**src/rtl/alu_share_ctrl.sv**
```systemverilog
// Shared 32-bit ALU with a two-port round-robin sequencer: accept, execute, respond.
// The ALU is combinational; the controller owns operand and response registers.

module alu (
    input  logic [31:0] a,
    input  logic [31:0] b,
    input  logic [3:0]  aluc,
    output logic [31:0] r,
    output logic        zero,
    output logic        carry,
    output logic        negative,
    output logic        overflow
);
    logic [32:0] sum_c;

    // carry is carry-out for add codes and borrow for subtract codes
    always_comb begin
        sum_c    = '0;
        r        = '0;
        carry    = 1'b0;
        overflow = 1'b0;
        case (aluc)
            4'b0000, 4'b0010: begin
                sum_c    = {1'b0, a} + {1'b0, b};
                r        = sum_c[31:0];
                carry    = sum_c[32];
                overflow = aluc[1] & (a[31] == b[31]) & (r[31] != a[31]);
            end
            4'b0001, 4'b0011: begin
                sum_c    = {1'b0, a} - {1'b0, b};
                r        = sum_c[31:0];
                carry    = sum_c[32];
                overflow = aluc[1] & (a[31] != b[31]) & (r[31] != a[31]);
            end
            4'b0100:          r = a & b;
            4'b0101:          r = a | b;
            4'b0110:          r = a ^ b;
            4'b0111:          r = ~(a | b);
            4'b1000, 4'b1001: r = {b[15:0], 16'h0000};
            4'b1010:          r = 32'(a < b);
            4'b1011:          r = 32'($signed(a) < $signed(b));
            4'b1100:          r = 32'($signed(b) >>> a[4:0]);
            4'b1101:          r = b >> a[4:0];
            default:          r = b << a[4:0];
        endcase
    end

    assign zero     = (r == 32'h0000_0000);
    assign negative = r[31];
endmodule

module alu_share_ctrl #(
    parameter int unsigned CNT_W = 16
) (
    input  logic             clk,
    input  logic             rst_n,
    input  logic             req0_valid,
    output logic             req0_ready,
    input  logic [31:0]      req0_a,
    input  logic [31:0]      req0_b,
    input  logic [3:0]       req0_aluc,
    input  logic             req1_valid,
    output logic             req1_ready,
    input  logic [31:0]      req1_a,
    input  logic [31:0]      req1_b,
    input  logic [3:0]       req1_aluc,
    output logic             resp_valid,
    input  logic             resp_ready,
    output logic             resp_id,
    output logic [31:0]      resp_r,
    output logic [3:0]       resp_flags,
    output logic             busy,
    output logic [CNT_W-1:0] op_count
);
    typedef enum logic [1:0] {IDLE = 2'd0, EXEC = 2'd1, RESP = 2'd2} state_e;

    state_e            state_q, state_d;
    logic              prio_q, prio_d;
    logic [31:0]       op_a_q, op_a_d, op_b_q, op_b_d;
    logic [3:0]        op_aluc_q, op_aluc_d;
    logic              op_id_q, op_id_d;
    logic [31:0]       resp_r_q, resp_r_d;
    logic [3:0]        resp_flags_q, resp_flags_d;
    logic              resp_id_q, resp_id_d;
    logic [CNT_W-1:0]  op_count_q, op_count_d;
    logic [31:0]       alu_r;
    logic              alu_zero, alu_carry, alu_neg, alu_ovf;
    logic              accept_c;

    alu u_alu (
        .a        (op_a_q),
        .b        (op_b_q),
        .aluc     (op_aluc_q),
        .r        (alu_r),
        .zero     (alu_zero),
        .carry    (alu_carry),
        .negative (alu_neg),
        .overflow (alu_ovf)
    );

    // Round-robin grant, only while idle; prio names the favoured port on a tie
    always_comb begin
        req0_ready = 1'b0;
        req1_ready = 1'b0;
        if (state_q == IDLE) begin
            if (req0_valid && (!req1_valid || !prio_q)) begin
                req0_ready = 1'b1;
            end else if (req1_valid) begin
                req1_ready = 1'b1;
            end
        end
    end

    assign accept_c = (req0_valid && req0_ready) || (req1_valid && req1_ready);

    always_comb begin
        state_d      = state_q;
        prio_d       = prio_q;
        op_a_d       = op_a_q;
        op_b_d       = op_b_q;
        op_aluc_d    = op_aluc_q;
        op_id_d      = op_id_q;
        resp_r_d     = resp_r_q;
        resp_flags_d = resp_flags_q;
        resp_id_d    = resp_id_q;
        op_count_d   = op_count_q;
        case (state_q)
            IDLE: begin
                if (accept_c) begin
                    state_d   = EXEC;
                    op_id_d   = req1_ready;
                    op_a_d    = req1_ready ? req1_a    : req0_a;
                    op_b_d    = req1_ready ? req1_b    : req0_b;
                    op_aluc_d = req1_ready ? req1_aluc : req0_aluc;
                end
            end
            EXEC: begin
                state_d      = RESP;
                resp_r_d     = alu_r;
                resp_flags_d = {alu_ovf, alu_neg, alu_carry, alu_zero};
                resp_id_d    = op_id_q;
            end
            RESP: begin
                if (resp_ready) begin
                    state_d    = IDLE;
                    prio_d     = ~resp_id_q;
                    op_count_d = op_count_q + CNT_W'(1);
                end
            end
            default: state_d = IDLE;
        endcase
    end

    always_ff @(posedge clk or negedge rst_n) begin
        if (!rst_n) begin
            state_q      <= IDLE;
            prio_q       <= 1'b0;
            op_a_q       <= '0;
            op_b_q       <= '0;
            op_aluc_q    <= '0;
            op_id_q      <= 1'b0;
            resp_r_q     <= '0;
            resp_flags_q <= '0;
            resp_id_q    <= 1'b0;
            op_count_q   <= '0;
        end else begin
            state_q      <= state_d;
            prio_q       <= prio_d;
            op_a_q       <= op_a_d;
            op_b_q       <= op_b_d;
            op_aluc_q    <= op_aluc_d;
            op_id_q      <= op_id_d;
            resp_r_q     <= resp_r_d;
            resp_flags_q <= resp_flags_d;
            resp_id_q    <= resp_id_d;
            op_count_q   <= op_count_d;
        end
    end

    assign resp_valid = (state_q == RESP);
    assign busy       = (state_q != IDLE);
    assign resp_id    = resp_id_q;
    assign resp_r     = resp_r_q;
    assign resp_flags = resp_flags_q;
    assign op_count   = op_count_q;
endmodule

```
**config.mk**
```make
export PLATFORM = sky130hd
export DESIGN_NAME = alu_share_ctrl
export DESIGN_NICKNAME = d
export VERILOG_FILES = /design/src/rtl/alu_share_ctrl.sv
export SDC_FILE = /design/constraint.sdc
export NUM_CORES = 1
export LEC_CHECK = 0
export BUFFER_PORTS_ARGS = -buffer_cell sky130_fd_sc_hd__buf_2
export CORE_MARGIN = 8
export CORE_UTILIZATION = 45
export CTS_CLUSTER_DIAMETER = 40
export DETAILED_ROUTE_END_ITERATION = 16
export HOLD_SLACK_MARGIN = 0.02
export PLACE_DENSITY = 0.62
export SYNTH_ARGS = -nofsm -noshare
export SYNTH_HDL_FRONTEND = slang
export SYNTH_SLANG_ARGS = --single-unit
```
**constraint.sdc**
```tcl
create_clock -name clk -period 6.6 [get_ports clk]
set_input_delay 0.66 -clock clk [delete_from_list [all_inputs] [get_ports clk]]
set_output_delay 0.66 -clock clk [all_outputs]
set_load 0.02 [all_outputs]
```
==> results.py <==
metrics = {
    "timing": {
        "report.final.setup_viol": 0,
        "timing.final.max_slew_violations": 0,
        "hold_viol_final": 0,
        "timing.clock.skew_ns": 0.0158,
        "max_freq_ghz": 0.189,
        "setup_repair_after_global_routing_missed_its_margin": "false",
        "worst_pin_slew_ns": 1.09,
        "post-route-min-period_ns": 5.30,
        "tns_ns": 0,
        "post-route-period-util_pct": 80.3,
        "slew_headroom_pct": 26.9,
    },
    "yosys": {
        "syn_area_per_cell_sq_um": 7.87,
        "cells_after_synth": 2083,
        "yosysWarningCount": 0,
        "ys_seq_elements": 124,
        "synth_edf_count": 0,
        "synth-async-reset-ratio_pct": 100,
        "synth.net_count": 2331,
        "synthDistinctLibCells": 87,
        "yosysSeqAreaShare_pct": 18.9,
        "synth.cell_area_sq_mm": 0.0164,
        "synthFlopType": "dfrtp_1",
    },
    "detailed_routing": {
        "per_cell_routed_wire_length_microns": 30.8,
        "routed_via_count_divided_by_cell_count": 6.77,
        "routed_wl_microns": 81600,
        "firstDrtPassIters": 6,
        "drc": 0,
        "detail_route.iter0.violations": 2517,
        "via_count": 17940,
        "drt.antenna.violating_nets": 0,
    },
    "critical_path": {
        "critPathSlowestCell": "dfrtp_4",
        "timing.critical_path.to_type": "flop",
        "worst_path_cell_trace": "clkinv_1 > ha_1 > fa_1 > nor3_1 > o31ai_1 > a31oi_1 > o31a_1 > nor3_1 > o21ai_0 > a31oi_1 > o31ai_1 > nand3_1 > or4_1 > o21ai_1",
        "worstPathMaxFanout": 54,
        "cp_data_required_time_ns": 6.99,
        "cp-start-kind": "flop",
        "timing_worst_setup_path_type": "reg -> reg",
        "critPathArrivalTime_ns": 5.69,
        "slowest_delay_ns": 0.90,
    },
    "clock_network": {
        "cts.hold.buffers_added": 0,
        "cts_tree": "built",
        "path_clk_slew_ns": 0.07,
        "clockRootBuffer": "clkbuf_16",
        "clkSinkCount": 124,
        "cts.htree.levels": 4,
        "postCtsSetupRepairBufs": 0,
        "cts-buffers-inserted": 17,
        "insertion_delay_ns": 0.47,
        "quantity_of_gates_resized_following_cts": 0,
        "clk_path_buf_depth": 2,
    },
    "floorplanning": {
        "placeableCoreArea_sq_mm": 0.0363,
        "pin_count": 198,
        "fp.dieW_microns": 207,
        "rows": 70,
        "design.die.area_sq_mm": 0.0428,
        "die_height_microns": 207,
        "initial_standard_cell_utilization_of_the_core_pct": 45.2,
    },
    "run_status": {
        "result_of_the_run": "complete, no violations",
    },
    "placement": {
        "placement.io_buffers": 197,
        "gp_routability_congestion": 1.09,
        "sum_of_net_half_perimeters_after_detailed_placement_microns": 63400,
        "post_dp_cell_area_sq_mm": 0.0176,
    },
    "grt": {
        "antenna_found_initial": 3,
        "via_count_of_the_first_global_routing_pass": 16941,
        "grt_pass1_wl_microns": 118000,
        "met1_usage_pct": 49.3,
        "largest_net_degree_at_the_start_of_global_routing": 82,
        "met3_usage_grt_pct": 9.96,
        "grt-busiest-layer": "met2",
        "grtUsageTotal_pct": 37.7,
        "grtUsageMet2_pct": 54.0,
        "grt_remaining_overflow": 0,
    },
    "cells_and_area": {
        "synth_to_layout_area_growth_pct": 11.0,
        "most_common_cell_after_layout_fill_and_taps_aside": "nor2_1",
        "postLayoutCellArea_sq_mm": 0.0182,
        "final_layout_size_suffix_gt1_share_pct": 18.7,
        "final.fill_count": 3649,
        "most-common-layout-cells": "nor2_1, buf_2, a21oi_1",
        "nets": 2418,
    },
    "job": {
        "cap_violations": 0,
    },
    "hold_path": {
        "timing.hold.worst.class": "in -> async",
    },
}
-- worst paths after layout --
check | startpoint | end | slack (ns) | depth (start not counted)
worst max-delay path | op_a_q[0] | resp_flags[0] | 1.30 | 14
worst min register to register | op_count[15] | op_count[15] | 0.47 | 1
worst min-delay path | rst_n | op_count[12] | 0.16 | 1
min in group clk | resp_ready | state_q[1] | 0.42 | 2
max in group asynchronous | rst_n | op_aluc_q[0] | 5.04 | 2
worst max register to register | op_a_q[0] | resp_flags[0] | 1.30 | 14
-- synth_stat cells (all sizes together), types with 9 or more instances --
library cell	instances	area, sq um
nor2b	32	200
mux2i	150	1500
o221ai	14	123
mux4	55	1240
a31oi	20	125
nand2b	15	93.8
and3	14	87.6
o21ai	125	626
o31ai	10	75.1
o22ai	29	181
a211oi	38	290
ha	105	1310
a21o	11	82.6
or2	10	62.6
clkbuf	106	398
nor3	45	225
nand2	167	627
xnor2	58	508
a22oi	9	67.6
dfrtp	124	3100
o21bai	15	113
mux2	40	458
xor2	14	123
inv	94	353
o311ai	9	78.8
and2	9	56.3
nand3	42	210
a21oi	191	956
nor2	228	856
a221oi	18	164
buf	83	442
a2111oi	13	126
nor4	17	106
o211ai	33	248
nand4	24	150
-- per-layer routing --
layer	share of wire (%)	wire [microns]
met1	40	32900
met2	41	33600
met3	11	8950
met4	7.6	6190
met5	0.022	18
-- logic make-up after synthesis --
family                   count (synthesis)  share of synthesized area (%)
AO/OA/AOI/OAI                          617                           24.4
XOR/XNOR                                72                           3.85
adder cells (fa/ha/maj)                107                           8.26
buffers and inverters                  285                           7.32
flip-flops                             124                           18.9
multiplexers                           245                           19.5
AND/OR/NAND/NOR                        633                           17.8
-- metrics by stage --
| stage | hold WS, ns | utilization [%] | cells | setup slack, ns |
|---|---|---|---|---|
| after global routing | 0.208 | 50.2 | 2650 | 0.959 |
| final | 0.161 | 50.2 | 2651 | 1.30 |
| after detailed placement | 0.465 | 48.6 | 2619 | 1.50 |
| after floorplan | 0.364 | - | 2083 | 1.89 |
| after global placement | 0.458 | 48.6 | 2619 | 1.48 |
| after CTS | 0.186 | 50.2 | 2650 | 1.49 |
-- worst max-delay path, delay by kind of cell, from the launching register on --
family | cells | cell delay, ns
compound gates | 7 | 2.29
simple gates | 4 | 1.07
flops | 1 | 0.90
fa+ha+maj | 2 | 0.77
buf+inv | 1 | 0.21
-- cell type report --
cell class                      instances  area (sq um)  share of cell area (%)
Inverter                               96           360                    1.98
Tap cell                              468           586                    3.22
Clock buffer                           20           447                    2.45
Sequential cell                       124          3120                    17.2
Clock inverter                         11           113                   0.619
Antenna cell                            1          2.50                  0.0138
Multi-Input combinational cell       1674         12100                    66.6
Timing Repair Buffer                  257          1460                    8.00
-- sequential cells by signal, indices dropped and copies added (netlist names) --
signal,count
op_aluc_q,4
resp_r,31
state_q,2
op_a_q,32
op_count,16
op_b_q,32
resp_flags,4
prio_q,1
op_id_q,1
resp_id,1
Power is left out: the tool's default activity adds up to more than one toggle a clock period on the data nets, which glitch-free logic cannot reach.
